### src/rtl/tone_pkg.sv
// rtl/tone_pkg.sv - shared types and constants for the tone sequencer
package tone_pkg;
  localparam int MS_PER_S    = 1000;
  localparam int NOTE_FREQ_W = 10;
  localparam int NOTE_DUR_W  = 12;

  typedef struct packed {
    logic [NOTE_FREQ_W-1:0] freq;
    logic [NOTE_DUR_W-1:0]  dur_ms;
  } note_t;

  typedef enum logic [1:0] {S_IDLE, S_LOAD, S_PLAY, S_GAP} state_t;
endpackage

### src/rtl/tone_nco.sv
// rtl/tone_nco.sv - phase accumulator producing a square wave at freq Hz
module tone_nco #(
  parameter int FREQ_W = 10,
  parameter int ACC_W  = 32
) (
  input  logic              clk,
  input  logic              rst,
  input  logic              en,
  input  logic              clr,
  input  logic [FREQ_W-1:0] freq,
  input  logic [ACC_W-1:0]  half,
  output logic              sound
);
  logic [ACC_W-1:0] acc;
  logic             phase_hi;

  // half = one half-period expressed in freq-units, so each overflow is one toggle
  always_ff @(posedge clk or posedge rst) begin
    if (rst) begin
      acc      <= '0;
      phase_hi <= 1'b0;
    end else if (clr) begin
      acc      <= '0;
      phase_hi <= 1'b0;
    end else if (en) begin
      if (freq == '0) begin
        acc <= '0;
      end else if (acc >= half) begin
        phase_hi <= ~phase_hi;
        acc      <= acc + ACC_W'(freq) - half;
      end else begin
        acc <= acc + ACC_W'(freq);
      end
    end
  end

  assign sound = phase_hi & en;
endmodule

### src/rtl/tone_sequencer.sv
// rtl/tone_sequencer.sv - queued timed square-wave note player with flush
// Define TONE_SEQ_GAP_EN to insert GAP_MS ms of silence after every non-empty note.
module tone_sequencer
  import tone_pkg::*;
#(
  parameter int FREQ_W = 10,
  parameter int DUR_W  = 12,
  parameter int DEPTH  = 4,
  parameter int ACC_W  = 32,
  parameter int GAP_MS = 20
) (
  input  logic                       clk,
  input  logic                       rst,
  input  logic [15:0]                ticks_per_milli,
  input  logic                       in_valid,
  output logic                       in_ready,
  input  logic [FREQ_W-1:0]          in_freq,
  input  logic [DUR_W-1:0]           in_dur_ms,
  input  logic                       flush,
  output logic                       sound,
  output logic                       busy,
  output logic                       note_done,
  output logic [$clog2(DEPTH+1)-1:0] level
);
  localparam int PW = $clog2(DEPTH);
  localparam int LW = $clog2(DEPTH+1);

  logic [FREQ_W+DUR_W-1:0] mem [DEPTH];
  logic [PW-1:0]           wr_ptr, rd_ptr;
  state_t                  state, state_n;
  logic                    push, pop, done_n;
  logic [FREQ_W-1:0]       cur_freq;
  logic [DUR_W-1:0]        cur_dur, ms_cnt;
  logic [15:0]             tick_cnt, tpm_m1;
  logic                    tick_wrap, ms_end;
  logic [ACC_W-1:0]        half;

  assign tpm_m1    = (ticks_per_milli == 16'd0) ? 16'd0 : ticks_per_milli - 16'd1;
  assign half      = ((ACC_W'(tpm_m1) + ACC_W'(1)) * ACC_W'(MS_PER_S)) >> 1;
  // >= so a mid-note drop of ticks_per_milli still closes the current ms
  assign tick_wrap = tick_cnt >= tpm_m1;
  assign ms_end    = tick_wrap && (ms_cnt <= DUR_W'(1));

  assign in_ready = (level != LW'(DEPTH)) && !flush;
  assign push     = in_valid && in_ready;
  assign busy     = (state != S_IDLE) || (level != '0);

  always_ff @(posedge clk) begin
    if (push) mem[wr_ptr] <= {in_freq, in_dur_ms};
  end

  always_ff @(posedge clk or posedge rst) begin
    if (rst) begin
      wr_ptr <= '0;
      rd_ptr <= '0;
      level  <= '0;
    end else if (flush) begin
      wr_ptr <= '0;
      rd_ptr <= '0;
      level  <= '0;
    end else begin
      if (push) wr_ptr <= wr_ptr + PW'(1);
      if (pop)  rd_ptr <= rd_ptr + PW'(1);
      level <= level + LW'(push) - LW'(pop);
    end
  end

  always_ff @(posedge clk or posedge rst) begin
    if (rst) begin
      state     <= S_IDLE;
      note_done <= 1'b0;
      cur_freq  <= '0;
      cur_dur   <= '0;
    end else begin
      state     <= state_n;
      note_done <= done_n;
      if (pop) {cur_freq, cur_dur} <= mem[rd_ptr];
    end
  end

  always_comb begin
    state_n = state;
    pop     = 1'b0;
    done_n  = 1'b0;
    case (state)
      S_IDLE: begin
        if (level != '0) begin
          pop     = 1'b1;
          state_n = S_LOAD;
        end
      end
      S_LOAD: begin
        if (cur_dur == '0) begin
          done_n  = 1'b1;
          state_n = S_IDLE;
        end else begin
          state_n = S_PLAY;
        end
      end
      S_PLAY: begin
        if (ms_end) begin
          done_n  = 1'b1;
`ifdef TONE_SEQ_GAP_EN
          state_n = S_GAP;
`else
          state_n = S_IDLE;
`endif
        end
      end
      default: begin
        if (ms_end) state_n = S_IDLE;
      end
    endcase
    if (flush) begin
      state_n = S_IDLE;
      pop     = 1'b0;
      done_n  = 1'b0;
    end
  end

  // the gap length is preloaded at note end; it is simply ignored when no gap follows
  always_ff @(posedge clk or posedge rst) begin
    if (rst) begin
      tick_cnt <= '0;
      ms_cnt   <= '0;
    end else if (flush) begin
      tick_cnt <= '0;
      ms_cnt   <= '0;
    end else if (state == S_LOAD) begin
      tick_cnt <= '0;
      ms_cnt   <= cur_dur;
    end else if (state == S_PLAY || state == S_GAP) begin
      if (!tick_wrap) begin
        tick_cnt <= tick_cnt + 16'd1;
      end else begin
        tick_cnt <= '0;
        if (ms_end && state == S_PLAY) ms_cnt <= DUR_W'(GAP_MS);
        else if (ms_cnt != '0)         ms_cnt <= ms_cnt - DUR_W'(1);
      end
    end
  end

  tone_nco #(
    .FREQ_W(FREQ_W),
    .ACC_W (ACC_W)
  ) u_nco (
    .clk  (clk),
    .rst  (rst),
    .en   (state == S_PLAY),
    .clr  (state == S_LOAD),
    .freq (cur_freq),
    .half (half),
    .sound(sound)
  );
endmodule

### config.mk
export PLATFORM = sky130hd
export DESIGN_NAME = tone_sequencer
export DESIGN_NICKNAME = d
export VERILOG_FILES = /design/src/rtl/tone_pkg.sv /design/src/rtl/tone_nco.sv /design/src/rtl/tone_sequencer.sv
export SDC_FILE = /design/constraint.sdc
export NUM_CORES = 1
export LEC_CHECK = 0
export CORE_ASPECT_RATIO = 0.7
export CORE_MARGIN = 8
export CORE_UTILIZATION = 50
export CTS_BUF_LIST = sky130_fd_sc_hd__clkbuf_8
export DETAILED_ROUTE_END_ITERATION = 8
export HOLD_SLACK_MARGIN = 0.02
export PLACE_DENSITY = 0.75
export REMOVE_ABC_BUFFERS = 1
export SLEW_MARGIN = 10
export SYNTH_ARGS = -nofsm -noshare
export SYNTH_HDL_FRONTEND = slang
export SYNTH_HIERARCHICAL = 1
export SYNTH_SLANG_ARGS = --single-unit
### constraint.sdc
create_clock -name clk -period 5.3 [get_ports clk]
set_input_delay 0.53 -clock clk [delete_from_list [all_inputs] [get_ports clk]]
set_output_delay 0.53 -clock clk [all_outputs]
set_load 0.02 [all_outputs]
==> results of run 1 <==
[repair_timing]
item	in CTS	in global routing
cloned	3	0
endpoints found under the hold margin	0	0
resized for setup	161	115
setup endpoints to repair	33	33
pin swaps	80	87
setup buffers	31	18
[layer usage]
layer	global-route usage (%)	wire length, µm	vias up
li1	-	-	6108
met1	32.20	19080	6331
met2	36.36	19300	478
met3	4.547	2775	78
met4	6.748	929	0
met5	0	0	-
[kinds of logic (layout without fill, tap and decap cells)]
family / count (synthesis) / after routing
multiplexers: 57 / 57
buffers and inverters: 185 / 523
other: 1 / 13
flip-flops: 181 / 181
XOR/XNOR: 138 / 138
AND/OR/NAND/NOR: 426 / 426
adder cells (fa/ha/maj): 206 / 206
AO/OA/AOI/OAI: 331 / 331
[report_power, final]
part | leakage [µW] | switching, µW | internal, µW | total [µW]
combinational | 0.00663 | 5510 | 4840 | 10400
clock | 0.000215 | 648 | 382 | 1030
sequential | 0.00203 | 252 | 1710 | 1960
total | 0.00887 | 6410 | 6930 | 13300
[cell usage in the layout, fill, tap and decap left out, drive strengths merged, types with 10 or more instances in the layout]
cell,Yosys,final
nand2,121,121
or2,10,10
xnor2,85,85
buf,12,298
nand2b,17,17
clkdlybuf4s50,0,32
o21ai,80,80
nor4,13,13
fa,48,48
o21bai,13,13
mux4,22,22
clkbuf,24,21
o22ai,11,11
or3,12,12
xor2,53,53
a21oi,94,94
a211oi,10,10
inv,149,159
nand3,26,26
mux2,24,24
a21o,37,37
mux2i,11,11
nor2,113,113
nor3,37,37
conb,1,13
o21a,15,15
dfrtp,93,93
ha,154,154
and3,19,19
o211ai,12,12
edfxtp,88,88
nand4,16,16
nor2b,10,10
[final timing paths]
kind                                          start                        end  slack (ns)  cells after the start
hold / removal                                  rst    tick_cnt[7]$_DFFE_PP0P_        0.51                      2
setup reg to reg            cur_freq[5]$_DFFE_PP0P_  u_nco/acc[31]$_DFFE_PP0P_        0.11                     18
setup / recovery                 ticks_per_milli[3]  u_nco/acc[22]$_DFFE_PP0P_       -2.73                     40
hold reg to reg            u_nco/acc[6]$_DFFE_PP0P_   u_nco/acc[6]$_DFFE_PP0P_        0.55                      2
max in group asynchronous                       rst    tick_cnt[0]$_DFFE_PP0P_        3.87                      3
min in group clk           u_nco/acc[6]$_DFFE_PP0P_   u_nco/acc[6]$_DFFE_PP0P_        0.55                      2
[sequential cells by signal (all words and copies together), names as in the netlist]
register and flops:
u_nco/acc 32, level 3, u_nco/phase_hi 1, cur_dur 12, rd_ptr 2, tick_cnt 16
ms_cnt 12, mem 88, state 2, note_done 1, cur_freq 10, wr_ptr 2
[final cells by class]
| cell class | instances | area [µm²] |
|---|---|---|
| flip-flops and latches | 181 | 4970 |
| repair buffers | 342 | 2895 |
| well taps | 385 | 481.7 |
| fillers | 2206 | 10130 |
| multi-input cells | 1171 | 10360 |
| clock inverters | 15 | 206.4 |
| inverters | 149 | 559.3 |
| clock buffers | 17 | 234.0 |
[worst max-delay path: cells and delay by family]
kind                       cells  cell delay [ns]
adders and majority gates      6             1.95
AOI/OAI and AO/OA             12             1.93
and+or+nand+nor                6             1.82
buffers and inverters         12             1.43
xor gates and xnor gates       3             0.47
muxes                          1             0.30
[through the flow]
| stage | worst slack (ns) | total power [µW] | TNS, ns | std cells |
|---|---|---|---|---|
| 6_report | -2.735 | 13340 | -86.33 | 2260 |
| 3_3_place_gp | -3.705 | 10690 | -117.39 | 2181 |
| 3_5_place_dp | -3.881 | 10950 | -121.61 | 2181 |
| 5_1_grt | -2.975 | 14370 | -93.55 | 2260 |
| 2_1_floorplan | -4.175 | 7469 | -128.66 | 1501 |
| 4_1_cts | -2.683 | 12550 | -84.83 | 2246 |
==> impl_metrics.yaml, run 1 <==
floorplanning:
  boundaryPins: 49
  initial_core_util_pct: 50.61
  die_w_um: 223.7
  die_y_um: 161.4
  die-area_um2: 36110
  rows: 53
  core_area_um2: 29840
timing:
  max_freq_ghz: 0.1245
  setup-violations-final: 33
  period_share_pct: 151.6
  hold_viol_final: 0
  slew_headroom_pct: 22.76
  finalHoldWorstSlack_ns: 0.5133
  tightest_slew_ns: 1.159
  rsz0062_at_grt: "yes"
  period_minus_slack_ns: 8.035
  final.setup.worst_slack_ns: -2.735
  slew_violations: 0
  skew_ns: 0.02149
global_routing:
  grt_overflow_total: 0
  grt_max_degree: 36
  grtUsageTotal_pct: 23.16
  grt_pass1_wl_mm: 68.10
  grt_antenna_before_repair: 0
  grt_pass1_vias: 13371
clock_network:
  cts_hold_buffers: 0
  clk_root_buffer_cell: "clkbuf_8"
  cts_buffers: 17
  clkLatencyLatePin_ns: 0.50
  clk_pin_slew_ns: 0.11
  tritoncts: "done"
  h-tree-depth: 4
  ctsLongestPathBuffers: 2
  cts.sinks: 181
run_status:
  violations: "negative setup slack"
  status: "finished with violations"
routing:
  routedWlPerCell_um: 18.62
  postRouteWirelength_mm: 42.09
  vias: 12995
  drtIter0Drc: 1074
  vias_per_cell: 5.750
  firstDrtPassIters: 5
  drc: 0
  ant_nets: 0
placed_design:
  gp_congestion: 0.9608
  port_buffers: 48
  placed_cell_area_um2: 17810
  detailed_place_hpwl_mm: 30.29
synthesis:
  synth_top_family_by_area: "adder cells"
  ys_ff_latch: 181
  synth.top_cells.by_count: "ha_1 (154), inv_1 (147), nand2_1 (120)"
  synth-simple-area-share_pct: 13.98
  synth_top_area_share_pct: 17.50
  ys_top_cells_by_area: "edfxtp_1 (17%), dfrtp_1 (15%), ha_1 (13%)"
  synthXorXnorAreaFrac_pct: 8.375
  muxShareOfSynthArea_pct: 5.882
  synth_cell_type_count: 93
  ys.flop_type: "dfrtp_1"
  synth_warnings: 6
  synth_cells: 1525
  syn_area_um2: 15100
  synthMostInstantiatedCell: "ha_1"
  synth_compound_area_share_pct: 14.68
  synth_edf_count: 88
  yosysTopAreaCell: "edfxtp_1"
  synth_area_per_cell_um2: 9.904
  synth_adder_area_share_pct: 19.39
  ys_seq_area_share_pct: 32.91
  synthArstFlopShare_pct: 51.38
critical_path:
  cp_data_required_time_ns: 5.72
  crit_path_max_fanout: 6
  critical-path-slowest-cell: "or4_4"
  slowest_delay_ns: 0.56
  startpoint_type: "input port"
  cp.arrival_ns: 8.45
  cp_common_cell: "buf_6"
  cp-end-kind: "flop"
  crit_type: "in2reg"
cells_and_area:
  drive_gt1_share_pct: 29.87
  diodes: 0
  area_delta_synth_final_pct: 30.49
  utilization_pct: 66.04
  fin_nets: 2106
  design_area_um2: 19710
power_and_ir_drop:
  cellPowerDensity_nw_per_um2: 677.0
  power_leakage_uw: 0.008874
  vdd_drop_max_uv: 611.3
run:
  cap_violations: 0
hold_path:
  hold_class: "in2async"
Note: power is estimated with default switching activity, not from simulation.
==> run 2, diff against run 1 <==
--- a/config.mk
+++ b/config.mk
@@ -9,6 +9,7 @@
 export CORE_MARGIN = 8
 export CORE_UTILIZATION = 50
 export CTS_BUF_LIST = sky130_fd_sc_hd__clkbuf_8
+export CTS_CLUSTER_SIZE = 12
 export DETAILED_ROUTE_END_ITERATION = 8
 export HOLD_SLACK_MARGIN = 0.02
 export PLACE_DENSITY = 0.75
==> results of run 2 <==
No change in the layout: final DEF, timing and power equal those of run 1.
